`src/rtl/alu_pkg.sv`:
```
// -----------------------------------------------------------------------------
// alu_pkg
// Shared definitions for the ALU arbiter slice:
//   - opcode encodings understood by the shared 32-bit ALU
//   - is_flag_op(): which opcodes produce meaningful C/V outputs
//   - alu_flags_t: packed {Z,N,C,V} flag bundle (Z is the MSB)
//   - arb_state_t: arbiter FSM state encoding
// -----------------------------------------------------------------------------
package alu_pkg;

    localparam int OP_W = 4;

    localparam logic [OP_W-1:0] OP_ADD   = 4'b0000;
    localparam logic [OP_W-1:0] OP_ADDC  = 4'b0001;
    localparam logic [OP_W-1:0] OP_SUB   = 4'b0010;
    localparam logic [OP_W-1:0] OP_SUBB  = 4'b0011;
    localparam logic [OP_W-1:0] OP_RSUB  = 4'b0100;
    localparam logic [OP_W-1:0] OP_OR    = 4'b0101;
    localparam logic [OP_W-1:0] OP_XOR   = 4'b0110;
    localparam logic [OP_W-1:0] OP_AND   = 4'b0111;
    localparam logic [OP_W-1:0] OP_PASSA = 4'b1000;
    localparam logic [OP_W-1:0] OP_ADD8  = 4'b1001;
    localparam logic [OP_W-1:0] OP_PASSB = 4'b1010;

    typedef struct packed {
        logic z;
        logic n;
        logic c;
        logic v;
    } alu_flags_t;

    typedef enum logic [1:0] {
        ST_ARB   = 2'd0,
        ST_LOCK0 = 2'd1,
        ST_LOCK1 = 2'd2
    } arb_state_t;

    // Only the add/subtract family drives defined carry and overflow outputs.
    function automatic logic is_flag_op(input logic [OP_W-1:0] op);
        return (op <= OP_SUBB);
    endfunction

endpackage

```
`src/rtl/alu_rsp_buf.sv`:
```
// -----------------------------------------------------------------------------
// alu_rsp_buf
// Single-entry result/flag buffer for one requester of the shared ALU.
// Ports:
//   clk, rst_n     clock, asynchronous active-low reset
//   load           an issue for this requester fires this cycle
//   data_in        ALU result to capture
//   flags_in       post-update {Z,N,C,V} to capture
//   rsp_ready      requester consumes the held result
//   rsp_valid      buffer holds a result
//   rsp_out        held result
//   rsp_flags      held {Z,N,C,V}
//   can_accept     buffer can take a new result this cycle (empty or draining)
// -----------------------------------------------------------------------------
module alu_rsp_buf #(
    parameter int W = 32
) (
    input  logic         clk,
    input  logic         rst_n,
    input  logic         load,
    input  logic [W-1:0] data_in,
    input  logic [3:0]   flags_in,
    input  logic         rsp_ready,
    output logic         rsp_valid,
    output logic [W-1:0] rsp_out,
    output logic [3:0]   rsp_flags,
    output logic         can_accept
);

    logic         valid_q, valid_d;
    logic [W-1:0] out_q, out_d;
    logic [3:0]   flags_q, flags_d;

    // A full buffer that is being consumed this cycle may be refilled in
    // the same cycle.
    assign can_accept = !valid_q || rsp_ready;

    always_comb begin
        valid_d = valid_q;
        out_d   = out_q;
        flags_d = flags_q;
        if (load) begin
            valid_d = 1'b1;
            out_d   = data_in;
            flags_d = flags_in;
        end else if (rsp_ready) begin
            valid_d = 1'b0;
        end
    end

    always_ff @(posedge clk or negedge rst_n) begin
        if (!rst_n) begin
            valid_q <= 1'b0;
            out_q   <= '0;
            flags_q <= '0;
        end else begin
            valid_q <= valid_d;
            out_q   <= out_d;
            flags_q <= flags_d;
        end
    end

    assign rsp_valid = valid_q;
    assign rsp_out   = out_q;
    assign rsp_flags = flags_q;

endmodule

```
`src/rtl/alu_arbiter.sv`:
```
// -----------------------------------------------------------------------------
// alu_arbiter
// Round-robin arbiter sharing one combinational 32-bit ALU between two
// requesters (0: execute stage, 1: address/branch unit). Each requester has
// a private {Z,N,C,V} flag register so carry chains never interleave, and a
// single-entry registered result buffer (latency 1).
//
// Optional feature (macro ALU_ARBITER_LOCK_EN): adds req_lock[1:0]. A locked
// issue from requester i holds the arbiter in LOCKi, granting only i, until
// i issues with req_lock[i] = 0 (that issue included).
//
// Ports:
//   clk, rst_n                 clock, asynchronous active-low reset
//   req_valid[1:0]/req_ready   per-requester issue handshake
//   req_op0/1, req_a0/1, req_b0/1  opcode and operands
//   req_lock[1:0]              (ALU_ARBITER_LOCK_EN only) lock request
//   rsp_valid[1:0]/rsp_ready   per-requester result handshake
//   rsp_out0/1, rsp_flags0/1   registered result and {Z,N,C,V}
//   alu_a, alu_b, alu_op, alu_ci   drive to the ALU
//   alu_out, alu_z/n/c/v           results from the ALU
// -----------------------------------------------------------------------------
module alu_arbiter
    import alu_pkg::*;
#(
    parameter int W   = 32,
    parameter int OPW = 4
) (
    input  logic           clk,
    input  logic           rst_n,
    input  logic [1:0]     req_valid,
    output logic [1:0]     req_ready,
    input  logic [OPW-1:0] req_op0,
    input  logic [OPW-1:0] req_op1,
    input  logic [W-1:0]   req_a0,
    input  logic [W-1:0]   req_a1,
    input  logic [W-1:0]   req_b0,
    input  logic [W-1:0]   req_b1,
`ifdef ALU_ARBITER_LOCK_EN
    input  logic [1:0]     req_lock,
`endif
    output logic [1:0]     rsp_valid,
    input  logic [1:0]     rsp_ready,
    output logic [W-1:0]   rsp_out0,
    output logic [W-1:0]   rsp_out1,
    output logic [3:0]     rsp_flags0,
    output logic [3:0]     rsp_flags1,
    output logic [W-1:0]   alu_a,
    output logic [W-1:0]   alu_b,
    output logic [OPW-1:0] alu_op,
    output logic           alu_ci,
    input  logic [W-1:0]   alu_out,
    input  logic           alu_z,
    input  logic           alu_n,
    input  logic           alu_c,
    input  logic           alu_v
);

    arb_state_t state_q, state_d;
    logic       prio_q, prio_d;      // requester preferred on the next tie
    alu_flags_t flags0_q, flags0_d;
    alu_flags_t flags1_q, flags1_d;

    logic [1:0] can_accept;
    logic [1:0] allow;
    logic [1:0] elig;
    logic [1:0] gnt;
    alu_flags_t cur_flags;
    alu_flags_t upd_flags;

    // ------------------------------------------------------------------
    // FSM: state register
    // ------------------------------------------------------------------
    always_ff @(posedge clk or negedge rst_n) begin
        if (!rst_n) begin
            state_q <= ST_ARB;
        end else begin
            state_q <= state_d;
        end
    end

    // ------------------------------------------------------------------
    // FSM: next state
    // ------------------------------------------------------------------
`ifdef ALU_ARBITER_LOCK_EN
    always_comb begin
        state_d = state_q;
        case (state_q)
            ST_ARB: begin
                if (gnt[0] && req_lock[0]) begin
                    state_d = ST_LOCK0;
                end else if (gnt[1] && req_lock[1]) begin
                    state_d = ST_LOCK1;
                end
            end
            ST_LOCK0: begin
                if (gnt[0] && !req_lock[0]) begin
                    state_d = ST_ARB;
                end
            end
            ST_LOCK1: begin
                if (gnt[1] && !req_lock[1]) begin
                    state_d = ST_ARB;
                end
            end
            default: state_d = ST_ARB;
        endcase
    end
`else
    always_comb begin
        state_d = ST_ARB;
    end
`endif

    // ------------------------------------------------------------------
    // FSM: outputs (which requesters may be granted in this state)
    // ------------------------------------------------------------------
    always_comb begin
        allow = 2'b11;
        case (state_q)
            ST_LOCK0: allow = 2'b01;
            ST_LOCK1: allow = 2'b10;
            default:  allow = 2'b11;
        endcase
    end

    // ------------------------------------------------------------------
    // Grant: round-robin among valid requesters whose buffer can accept
    // ------------------------------------------------------------------
    always_comb begin
        elig = req_valid & can_accept & allow;
        gnt  = elig;
        if (elig == 2'b11) begin
            gnt = prio_q ? 2'b10 : 2'b01;
        end
    end

    // The grant already includes valid and buffer space, so a granted
    // requester's issue fires this cycle.
    assign req_ready = gnt;

    always_comb begin
        prio_d = prio_q;
        if (gnt[0]) begin
            prio_d = 1'b1;
        end else if (gnt[1]) begin
            prio_d = 1'b0;
        end
    end

    // ------------------------------------------------------------------
    // ALU operand mux; idle drives all-zero (ADD 0+0, carry-in 0)
    // ------------------------------------------------------------------
    always_comb begin
        alu_a     = '0;
        alu_b     = '0;
        alu_op    = '0;
        cur_flags = '0;
        if (gnt[0]) begin
            alu_a     = req_a0;
            alu_b     = req_b0;
            alu_op    = req_op0;
            cur_flags = flags0_q;
        end else if (gnt[1]) begin
            alu_a     = req_a1;
            alu_b     = req_b1;
            alu_op    = req_op1;
            cur_flags = flags1_q;
        end
    end

    assign alu_ci = cur_flags.c;

    // ------------------------------------------------------------------
    // Flag update: Z/N always follow the ALU; C/V only from add/sub ops,
    // since the ALU leaves them undefined for everything else.
    // ------------------------------------------------------------------
    always_comb begin
        upd_flags.z = alu_z;
        upd_flags.n = alu_n;
        upd_flags.c = cur_flags.c;
        upd_flags.v = cur_flags.v;
        if (is_flag_op(alu_op)) begin
            upd_flags.c = alu_c;
            upd_flags.v = alu_v;
        end
    end

    always_comb begin
        flags0_d = gnt[0] ? upd_flags : flags0_q;
        flags1_d = gnt[1] ? upd_flags : flags1_q;
    end

    always_ff @(posedge clk or negedge rst_n) begin
        if (!rst_n) begin
            prio_q   <= 1'b0;
            flags0_q <= '0;
            flags1_q <= '0;
        end else begin
            prio_q   <= prio_d;
            flags0_q <= flags0_d;
            flags1_q <= flags1_d;
        end
    end

    // ------------------------------------------------------------------
    // Per-requester result buffers
    // ------------------------------------------------------------------
    alu_rsp_buf #(.W(W)) u_buf0 (
        .clk        (clk),
        .rst_n      (rst_n),
        .load       (gnt[0]),
        .data_in    (alu_out),
        .flags_in   (upd_flags),
        .rsp_ready  (rsp_ready[0]),
        .rsp_valid  (rsp_valid[0]),
        .rsp_out    (rsp_out0),
        .rsp_flags  (rsp_flags0),
        .can_accept (can_accept[0])
    );

    alu_rsp_buf #(.W(W)) u_buf1 (
        .clk        (clk),
        .rst_n      (rst_n),
        .load       (gnt[1]),
        .data_in    (alu_out),
        .flags_in   (upd_flags),
        .rsp_ready  (rsp_ready[1]),
        .rsp_valid  (rsp_valid[1]),
        .rsp_out    (rsp_out1),
        .rsp_flags  (rsp_flags1),
        .can_accept (can_accept[1])
    );

endmodule

```
`config.mk`:
```
export PLATFORM = sky130hd
export DESIGN_NAME = alu_arbiter
export DESIGN_NICKNAME = d
export VERILOG_FILES = /design/src/rtl/alu_pkg.sv /design/src/rtl/alu_rsp_buf.sv /design/src/rtl/alu_arbiter.sv
export SDC_FILE = /design/constraint.sdc
export NUM_CORES = 1
export LEC_CHECK = 0
export ABC_AREA = 1
export ABC_CLOCK_PERIOD_IN_PS = 2200
export CORE_AREA = 2 2 126 128
export DETAILED_ROUTE_END_ITERATION = 10
export DIE_AREA = 0 0 128 130
export GPL_TIMING_DRIVEN = 0
export PLACE_DENSITY_LB_ADDON = 0.08
export SYNTH_ARGS = -nofsm -noshare
export SYNTH_HDL_FRONTEND = slang
export SYNTH_HIERARCHICAL = 1
export SYNTH_SLANG_ARGS = --single-unit
export TNS_END_PERCENT = 30
```
`constraint.sdc`:
```
create_clock -name clk -period 2.2 [get_ports clk]
set_clock_uncertainty 0.2 [all_clocks]
set_input_delay 0.44 -clock clk [delete_from_list [all_inputs] [get_ports clk]]
set_output_delay 0.44 -clock clk [all_outputs]
set_load 0.005 [all_outputs]
```
==> results of run 1 <==
what timing repair did:
item,4_1_cts,5_1_grt
resized for setup,322,22
setup buffers,19,5
cloned,10,1
endpoints found under the setup margin,124,70
endpoints found under the hold margin,37,0
hold buffers,1,0
pin swaps,15,5
logic make-up (layout without fill, tap and decap cells):
| kind of cell | Yosys count | count (layout) | synth area share [%] |
|---|---|---|---|
| AO/OA/AOI/OAI | 69 | 69 | 15.18 |
| buffers and inverters | 43 | 418 | 7.974 |
| flip-flops | 79 | 79 | 50.40 |
| other | 0 | 1 | 0 |
| AND/OR/NAND/NOR | 255 | 255 | 26.44 |
final cells by class:
cell class / instances / area (um^2) / area share [%]
flip-flops and latches: 79 / 1977 / 24.41
inverters: 14 / 85.08 / 1.051
clock buffers: 10 / 229.0 / 2.827
well taps: 192 / 240.2 / 2.966
repair buffers: 357 / 3387 / 41.82
repair inverters: 2 / 20.02 / 0.2472
plain buffers: 29 / 347.8 / 4.295
diodes: 1 / 2.502 / 0.03090
multi-input cells: 324 / 1743 / 21.52
clock inverters: 6 / 67.56 / 0.8342
cell usage in the layout (no fill, tap or decap), types with 10 or more instances in the layout:
cell type and instances:
sky130_fd_sc_hd__a22o_1 60, sky130_fd_sc_hd__nand3_1 10, sky130_fd_sc_hd__clkdlybuf4s50_1 246, sky130_fd_sc_hd__nand2_1 211
sky130_fd_sc_hd__buf_4 28, sky130_fd_sc_hd__buf_6 27, sky130_fd_sc_hd__clkbuf_16 10, sky130_fd_sc_hd__nand2_2 24
sky130_fd_sc_hd__buf_2 42, sky130_fd_sc_hd__clkbuf_2 14, sky130_fd_sc_hd__dfrtp_1 79
registers in the layout, summed over array words and instances (netlist names):
name / count
u_buf1/rsp_out: 32
prio_q: 1
u_buf0/rsp_out: 32
u_buf0/rsp_flags: 4
flags1_q: 2
u_buf1/rsp_valid: 1
u_buf0/rsp_valid: 1
flags0_q: 2
u_buf1/rsp_flags: 4
power by group through the flow:
| stage | Clock, mW | Combinational [mW] | Sequential [mW] |
|---|---|---|---|
| 2_1_floorplan | 0 | 0.861 | 2.08 |
| 3_3_place_gp | 0 | 2.59 | 2.06 |
| 3_5_place_dp | 0 | 2.62 | 2.07 |
| 4_1_cts | 1.53 | 2.82 | 2.06 |
| 5_1_grt | 1.60 | 3.04 | 2.10 |
| 6_report | 1.49 | 2.81 | 2.05 |
through the flow:
stage	setup WS [ps]	hold slack, ps	std cells	cell area (um^2)
floorplan	280.5	-55.59	446	3923
global placement	-2400	255.7	960	7386
detailed placement	-1107	248.5	961	7411
CTS	-280.8	273.4	1007	8099
global route	-336.1	302.4	1014	8099
finish	-281.5	268.8	1014	8099
routing by layer:
layer / global-route usage (%) / share of wire [%]
met5: 0 / 0.069
met4: 6.593 / 2.3
met3: 6.970 / 8.0
met2: 37.75 / 51
met1: 24.75 / 38
critical path, stage by stage (launching register included):
cell                      delay, ps
sky130_fd_sc_hd__dfrtp_1        390
sky130_fd_sc_hd__nand2_2        120
sky130_fd_sc_hd__nand3_4        120
sky130_fd_sc_hd__nand2_8        120
sky130_fd_sc_hd__inv_8           50
sky130_fd_sc_hd__buf_8          120
sky130_fd_sc_hd__buf_6          120
sky130_fd_sc_hd__buf_6          120
sky130_fd_sc_hd__a22o_1         220
sky130_fd_sc_hd__buf_2          130
path summary, 6_finish.rpt:
path | start | endpoint | depth (start not counted)
worst max-delay path | u_buf1/rsp_valid | alu_b[24] | 9
worst min-delay path | u_buf1/rsp_out[6] | u_buf1/rsp_out[6] | 2
worst max register to register | u_buf1/rsp_valid | u_buf1/rsp_out[14] | 13
worst min register to register | u_buf1/rsp_out[6] | u_buf1/rsp_out[6] | 2
max in group asynchronous | rst_n | flags1_q[0] | 3
min in group asynchronous | rst_n | u_buf1/rsp_out[10] | 2
==> flow_metrics.py, run 1 <==
metrics = {
    "floorplanning": {
        "fp.dieW_um": 128,
        "initial_utilization_pct": 25.43,
        "die_area_um2": 16640,
        "top_level_ports": 323,
        "placeableCoreArea_um2": 15420,
        "placementRows": 46,
        "floorplan.die.height_um": 130,
    },
    "logic_synthesis": {
        "synth.ff_latch_count": 79,
        "yosysMostFrequentCell": "sky130_fd_sc_hd__nand2_1",
        "synth_common_cells": "sky130_fd_sc_hd__nand2_1, sky130_fd_sc_hd__dfrtp_1, sky130_fd_sc_hd__a22o_1",
        "syn-mean-instance-area_um2": 8.795,
        "post_synth_instance_area_um2": 3923,
        "yosysWarningCount": 6,
        "syn-num-nets": 624,
        "synth-edff-count": 0,
        "synth.yosys.seq_area_share_pct": 50.40,
        "synthDominantCellAreaShare_pct": 50.40,
        "synthArstFlopShare_pct": 100.0,
        "syn_inst": 446,
        "post-synth-top-area-cell": "sky130_fd_sc_hd__dfrtp_1",
        "synth_flop_cell": "sky130_fd_sc_hd__dfrtp_1",
        "synth_cell_types": 18,
        "post_synth_main_area_contributors": "sky130_fd_sc_hd__dfrtp_1, sky130_fd_sc_hd__nand2_1, sky130_fd_sc_hd__a22o_1",
    },
    "job": {
        "cap_violations": 0,
    },
    "hold_path": {
        "hold_path_class": "flip-flop to flip-flop",
    },
    "detailed_routing": {
        "post_drt_wl_per_cell_um": 18.52,
        "detail_route.first_pass.iterations": 4,
        "dr.first_iter.drc_count": 156,
        "drt_drc_violations_left": 0,
        "vias_per_cell": 4.564,
        "num_vias": 4628,
        "wirelength_um": 18780,
        "detail-route-antenna-nets": 0,
    },
    "worst_setup_path": {
        "critical_path.startpoint_type": "flip-flop",
        "rrSetupSlack_ps": 140,
        "crit_required_ps": 1560,
        "cp-end-kind": "output pin",
        "cp.arrival_ps": 1840,
        "worst-path-max-fanout": 5,
        "timing_worst_setup_path_type": "flip-flop to output pin",
    },
    "cells_and_area": {
        "post-route-util_pct": 52.51,
        "area_growth_syn_to_layout_pct": 106.5,
        "final_layout_size_suffix_gt1_share_pct": 23.02,
        "nNetsFinal": 994,
        "final.fill_count": 1438,
    },
    "placed_design": {
        "globalplace.congestion": 0.7764,
        "place_hpwl_um": 14390,
        "numPortBuffers": 322,
    },
    "sta": {
        "final_max_slew_viol_count": 0,
        "worst_slew_margin_rel_pct": 65.52,
        "layout_worst_path_cycle_share_pct": 112.8,
        "final.min_clock_period_ps": 2481,
        "fin_tns_setup_ps": -10500,
        "setup_repair_after_global_routing_missed_its_margin": "true",
        "number_of_endpoints_with_negative_hold_slack_in_the_final_report": 0,
        "layout_setup_ws_ps": -281.5,
        "max_clock_freq_ghz": 0.4030,
        "worst-slew-pin-transition_ps": 517.1,
        "setup_violations": 70,
    },
    "power_and_ir_drop": {
        "total_leakage_power_nw": 3.968,
        "p_sw_mw": 1.963,
        "power.share.switching_pct": 30.88,
        "power_density_nw_per_um2": 784.8,
        "total_power_mw": 6.356,
        "vdd_drop_max_v": 0.0004517,
        "p_comb_share_pct": 44.2,
        "intPower_mw": 4.393,
        "clock_network_fraction_of_design_power_pct": 23.5,
        "power.share.sequential_pct": 32.3,
    },
    "status": {
        "outcome": "finished, violations left",
        "failed_checks": "negative setup slack",
    },
    "clock_network": {
        "cts.path.max_buffers": 2,
        "clock_tree.root_cell": "sky130_fd_sc_hd__clkbuf_16",
        "tritoncts.num_buffers": 9,
        "clk_lat_worst_skew_ps": 330,
        "cts.reportedPaths.clkPinSlew_ps": 60,
        "clock-sinks": 79,
        "cts-htree-levels": 3,
        "cts_tree": "done",
    },
    "global_route": {
        "overflow": 0,
        "grt_pass1_wl_um": 26470,
        "grt_antenna_before_repair": 2,
        "grt_pass1_vias": 4596,
        "track_usage_pct": 21.36,
        "largest_net_degree_at_the_start_of_global_routing": 43,
    },
}
Power figures use the tool's default switching activity.
==> run 2, diff against run 1 <==
--- a/config.mk
+++ b/config.mk
@@ -6,12 +6,12 @@
 export NUM_CORES = 1
 export LEC_CHECK = 0
 export ABC_AREA = 1
-export ABC_CLOCK_PERIOD_IN_PS = 2200
-export CORE_AREA = 2 2 126 128
+export ABC_CLOCK_PERIOD_IN_PS = 3110
+export CORE_AREA = 2 2 125 127
 export DETAILED_ROUTE_END_ITERATION = 10
-export DIE_AREA = 0 0 128 130
+export DIE_AREA = 0 0 127 129
 export GPL_TIMING_DRIVEN = 0
-export PLACE_DENSITY_LB_ADDON = 0.08
+export PLACE_DENSITY = 0.67
 export SYNTH_ARGS = -nofsm -noshare
 export SYNTH_HDL_FRONTEND = slang
 export SYNTH_HIERARCHICAL = 1
==> constraint.sdc (replaced) <==
create_clock -name clk -period 3.11 [get_ports clk]
set_clock_uncertainty 0.2 [all_clocks]
set_input_delay 0.622 -clock clk [delete_from_list [all_inputs] [get_ports clk]]
set_output_delay 0.622 -clock clk [all_outputs]
set_load 0.005 [all_outputs]
==> run 2 against run 1 <==
The flow still finishes with violations (negative setup slack); cell area about the same; global-route usage down 0.50 points; non-clock buffer count down 15; sequential power down 29%; utilization up 1.5 points; via count down 1.5%; sequential share of layout area about the same; setup slack better by 180 ps; largest power group unchanged; worst hold slack better by 3.1 ps; clock power down 28%; first-iteration DRC count up 16%.
==> flow_metrics.py, run 2 (synthesized netlist as in run 1, its figures left out) <==
metrics = {
    "floorplanning": {
        "initial_utilization_pct": 26.19,
        "placementRows": 45,
        "fp.dieW_um": 127,
        "placeableCoreArea_um2": 14980,
        "floorplan.die.height_um": 129,
        "top_level_ports": 323,
        "die_area_um2": 16380,
    },
    "worst_setup_path": {
        "critical-path-top-delay-family": "buffers and inverters",
        "worst_r2r_startpoint": "prio_q",
        "cp.arrival_ps": 2390,
        "worstReg2RegEnd": "u_buf1/rsp_out[5]",
        "cp_num_cells": 10,
        "cp_slowest_stage_delay_ps": 510,
        "cp_slowest_cell": "sky130_fd_sc_hd__clkdlybuf4s50_1",
        "path_cells": "clkdlybuf4s50_1 > inv_1 > nand2_2 > nand2_2 > inv_2 > nand2_4 > clkinv_8 > buf_6 > a22o_1 > clkdlybuf4s50_1",
        "rrSetupSlack_ps": 1040,
        "cp-end-kind": "output pin",
        "critPathBufInv": 6,
        "crit_required_ps": 2290,
        "cp-endpoint": "alu_a[8]",
        "ff2ff_path_depth": 12,
        "critPathLaunch": "rsp_ready[1]",
        "worst-path-max-fanout": 10,
        "critical_path.startpoint_type": "primary input",
        "timing_worst_setup_path_type": "primary input to output pin",
    },
    "clock_network": {
        "cts.path.max_buffers": 2,
        "cts-htree-levels": 3,
        "clock-sinks": 79,
        "cts.reportedPaths.clkPinSlew_ps": 60,
        "cts_tree": "done",
        "clk_lat_worst_skew_ps": 330,
        "clock_tree.root_cell": "sky130_fd_sc_hd__clkbuf_16",
        "tritoncts.num_buffers": 9,
    },
    "sta": {
        "worst_slew_margin_rel_pct": 77.60,
        "final_max_slew_viol_count": 0,
        "max_clock_freq_ghz": 0.3113,
        "setup_violations": 19,
        "setup_repair_after_global_routing_missed_its_margin": "true",
        "worst-slew-pin-transition_ps": 336.0,
        "layout_setup_ws_ps": -102.3,
        "layout_worst_path_cycle_share_pct": 103.3,
        "final.min_clock_period_ps": 3212,
        "number_of_endpoints_with_negative_hold_slack_in_the_final_report": 0,
    },
    "global_route": {
        "grt_pass1_vias": 4598,
        "grt_antenna_before_repair": 4,
        "track_usage_pct": 20.86,
        "grt_pass1_wl_um": 26030,
        "overflow": 0,
        "largest_net_degree_at_the_start_of_global_routing": 70,
    },
    "cells_and_area": {
        "final_layout_size_suffix_gt1_share_pct": 12.81,
        "final.fill_count": 1336,
        "post-route-util_pct": 54.04,
        "area_growth_syn_to_layout_pct": 106.3,
        "layout.cell_area.non_filler_um2": 8093,
        "final_common_cell": "sky130_fd_sc_hd__clkdlybuf4s50_1",
        "highest_count_cells_in_the_layout_ignoring_fill_and_taps": "sky130_fd_sc_hd__clkdlybuf4s50_1, sky130_fd_sc_hd__nand2_1, sky130_fd_sc_hd__dfrtp_1",
        "footprint_of_the_multi_input_gates_um2": 1670,
        "layout.area.seq_um2": 1977,
        "nNetsFinal": 977,
    },
    "hold_path": {
        "hold_path_class": "flip-flop to flip-flop",
    },
    "placed_design": {
        "place_hpwl_um": 14310,
        "placed_area_um2": 7406,
        "worst_slack_placed_ps": -550.6,
        "globalplace.congestion": 0.8499,
        "numPortBuffers": 322,
    },
    "detailed_routing": {
        "detail_route.first_pass.iterations": 6,
        "post_drt_wl_per_cell_um": 18.15,
        "num_vias": 4557,
        "detail-route-antenna-nets": 0,
        "drt_drc_violations_left": 0,
        "vias_per_cell": 4.575,
        "dr.first_iter.drc_count": 181,
        "wirelength_um": 18080,
    },
    "power_and_ir_drop": {
        "power_density_nw_per_um2": 549.9,
        "total_leakage_power_nw": 4.071,
        "vdd_drop_max_v": 0.0003417,
    },
    "status": {
        "outcome": "finished, violations left",
        "failed_checks": "negative setup slack",
    },
    "job": {
        "cap_violations": 0,
    },
}
run 2: per-stage QoR:
stage	TNS (ps)	cells	hold WS [ps]	total power, mW
floorplan	0	446	126.4	2.083
global placement	-136920	956	256.9	3.267
finish	-1326	996	271.9	4.450
CTS	-2055	992	272.9	4.489
global route	-2699	996	290.5	4.698
detailed placement	-18520	957	257.3	3.303
run 2: worst min-delay path by stage:
stage                   startpoint             endpoint  slack, ps  cells after the start
3_5_place_dp    u_buf1/rsp_out[15]   u_buf1/rsp_out[15]        260                      2
4_1_cts         u_buf1/rsp_out[15]   u_buf1/rsp_out[15]        270                      2
6_report        u_buf1/rsp_out[15]   u_buf1/rsp_out[15]        270                      2
2_1_floorplan                rst_n          flags0_q[0]        130                      0
5_1_grt          u_buf0/rsp_out[7]    u_buf0/rsp_out[7]        290                      2
3_3_place_gp   u_buf0/rsp_flags[0]  u_buf0/rsp_flags[0]        260                      2
run 2: layout make-up:
type | count | share of cell area, %
diodes | 4 | 0.1237
plain buffers | 29 | 4.205
clock buffers | 12 | 3.169
clock inverters | 4 | 0.6494
inverters | 14 | 1.082
multi-input cells | 324 | 20.64
flip-flops and latches | 79 | 24.43
well taps | 188 | 2.907
repair buffers | 342 | 42.80
run 2: tightest hold or removal path: stages, from the launching register on:
cell and delay (ps):
sky130_fd_sc_hd__dfrtp_1 340, sky130_fd_sc_hd__nand2_1 50, sky130_fd_sc_hd__nand2_1 50
run 2: repair_timing:
item / 4_1_cts / 5_1_grt
hold buffers: 1 / 0
buffers inserted: 17 / 0
hold endpoints to repair: 10 / 0
pin swaps: 5 / 2
setup endpoints to repair: 68 / 53
gates resized for setup: 69 / 53
gates cloned: 1 / 0
run 2: routing by layer:
layer	share of wire [%]	up-vias	GRT usage, %
met5	0	-	0
met4	1.8	0	7.434
met3	7.8	25	6.071
met2	53	207	37.57
met1	37	2151	23.61
li1	-	2174	-
run 2: report_power, final:
part | total [mW] | switching, mW | internal [mW]
clock | 1.08 | 0.413 | 0.669
sequential | 1.46 | 0.166 | 1.29
combinational | 1.91 | 0.747 | 1.16
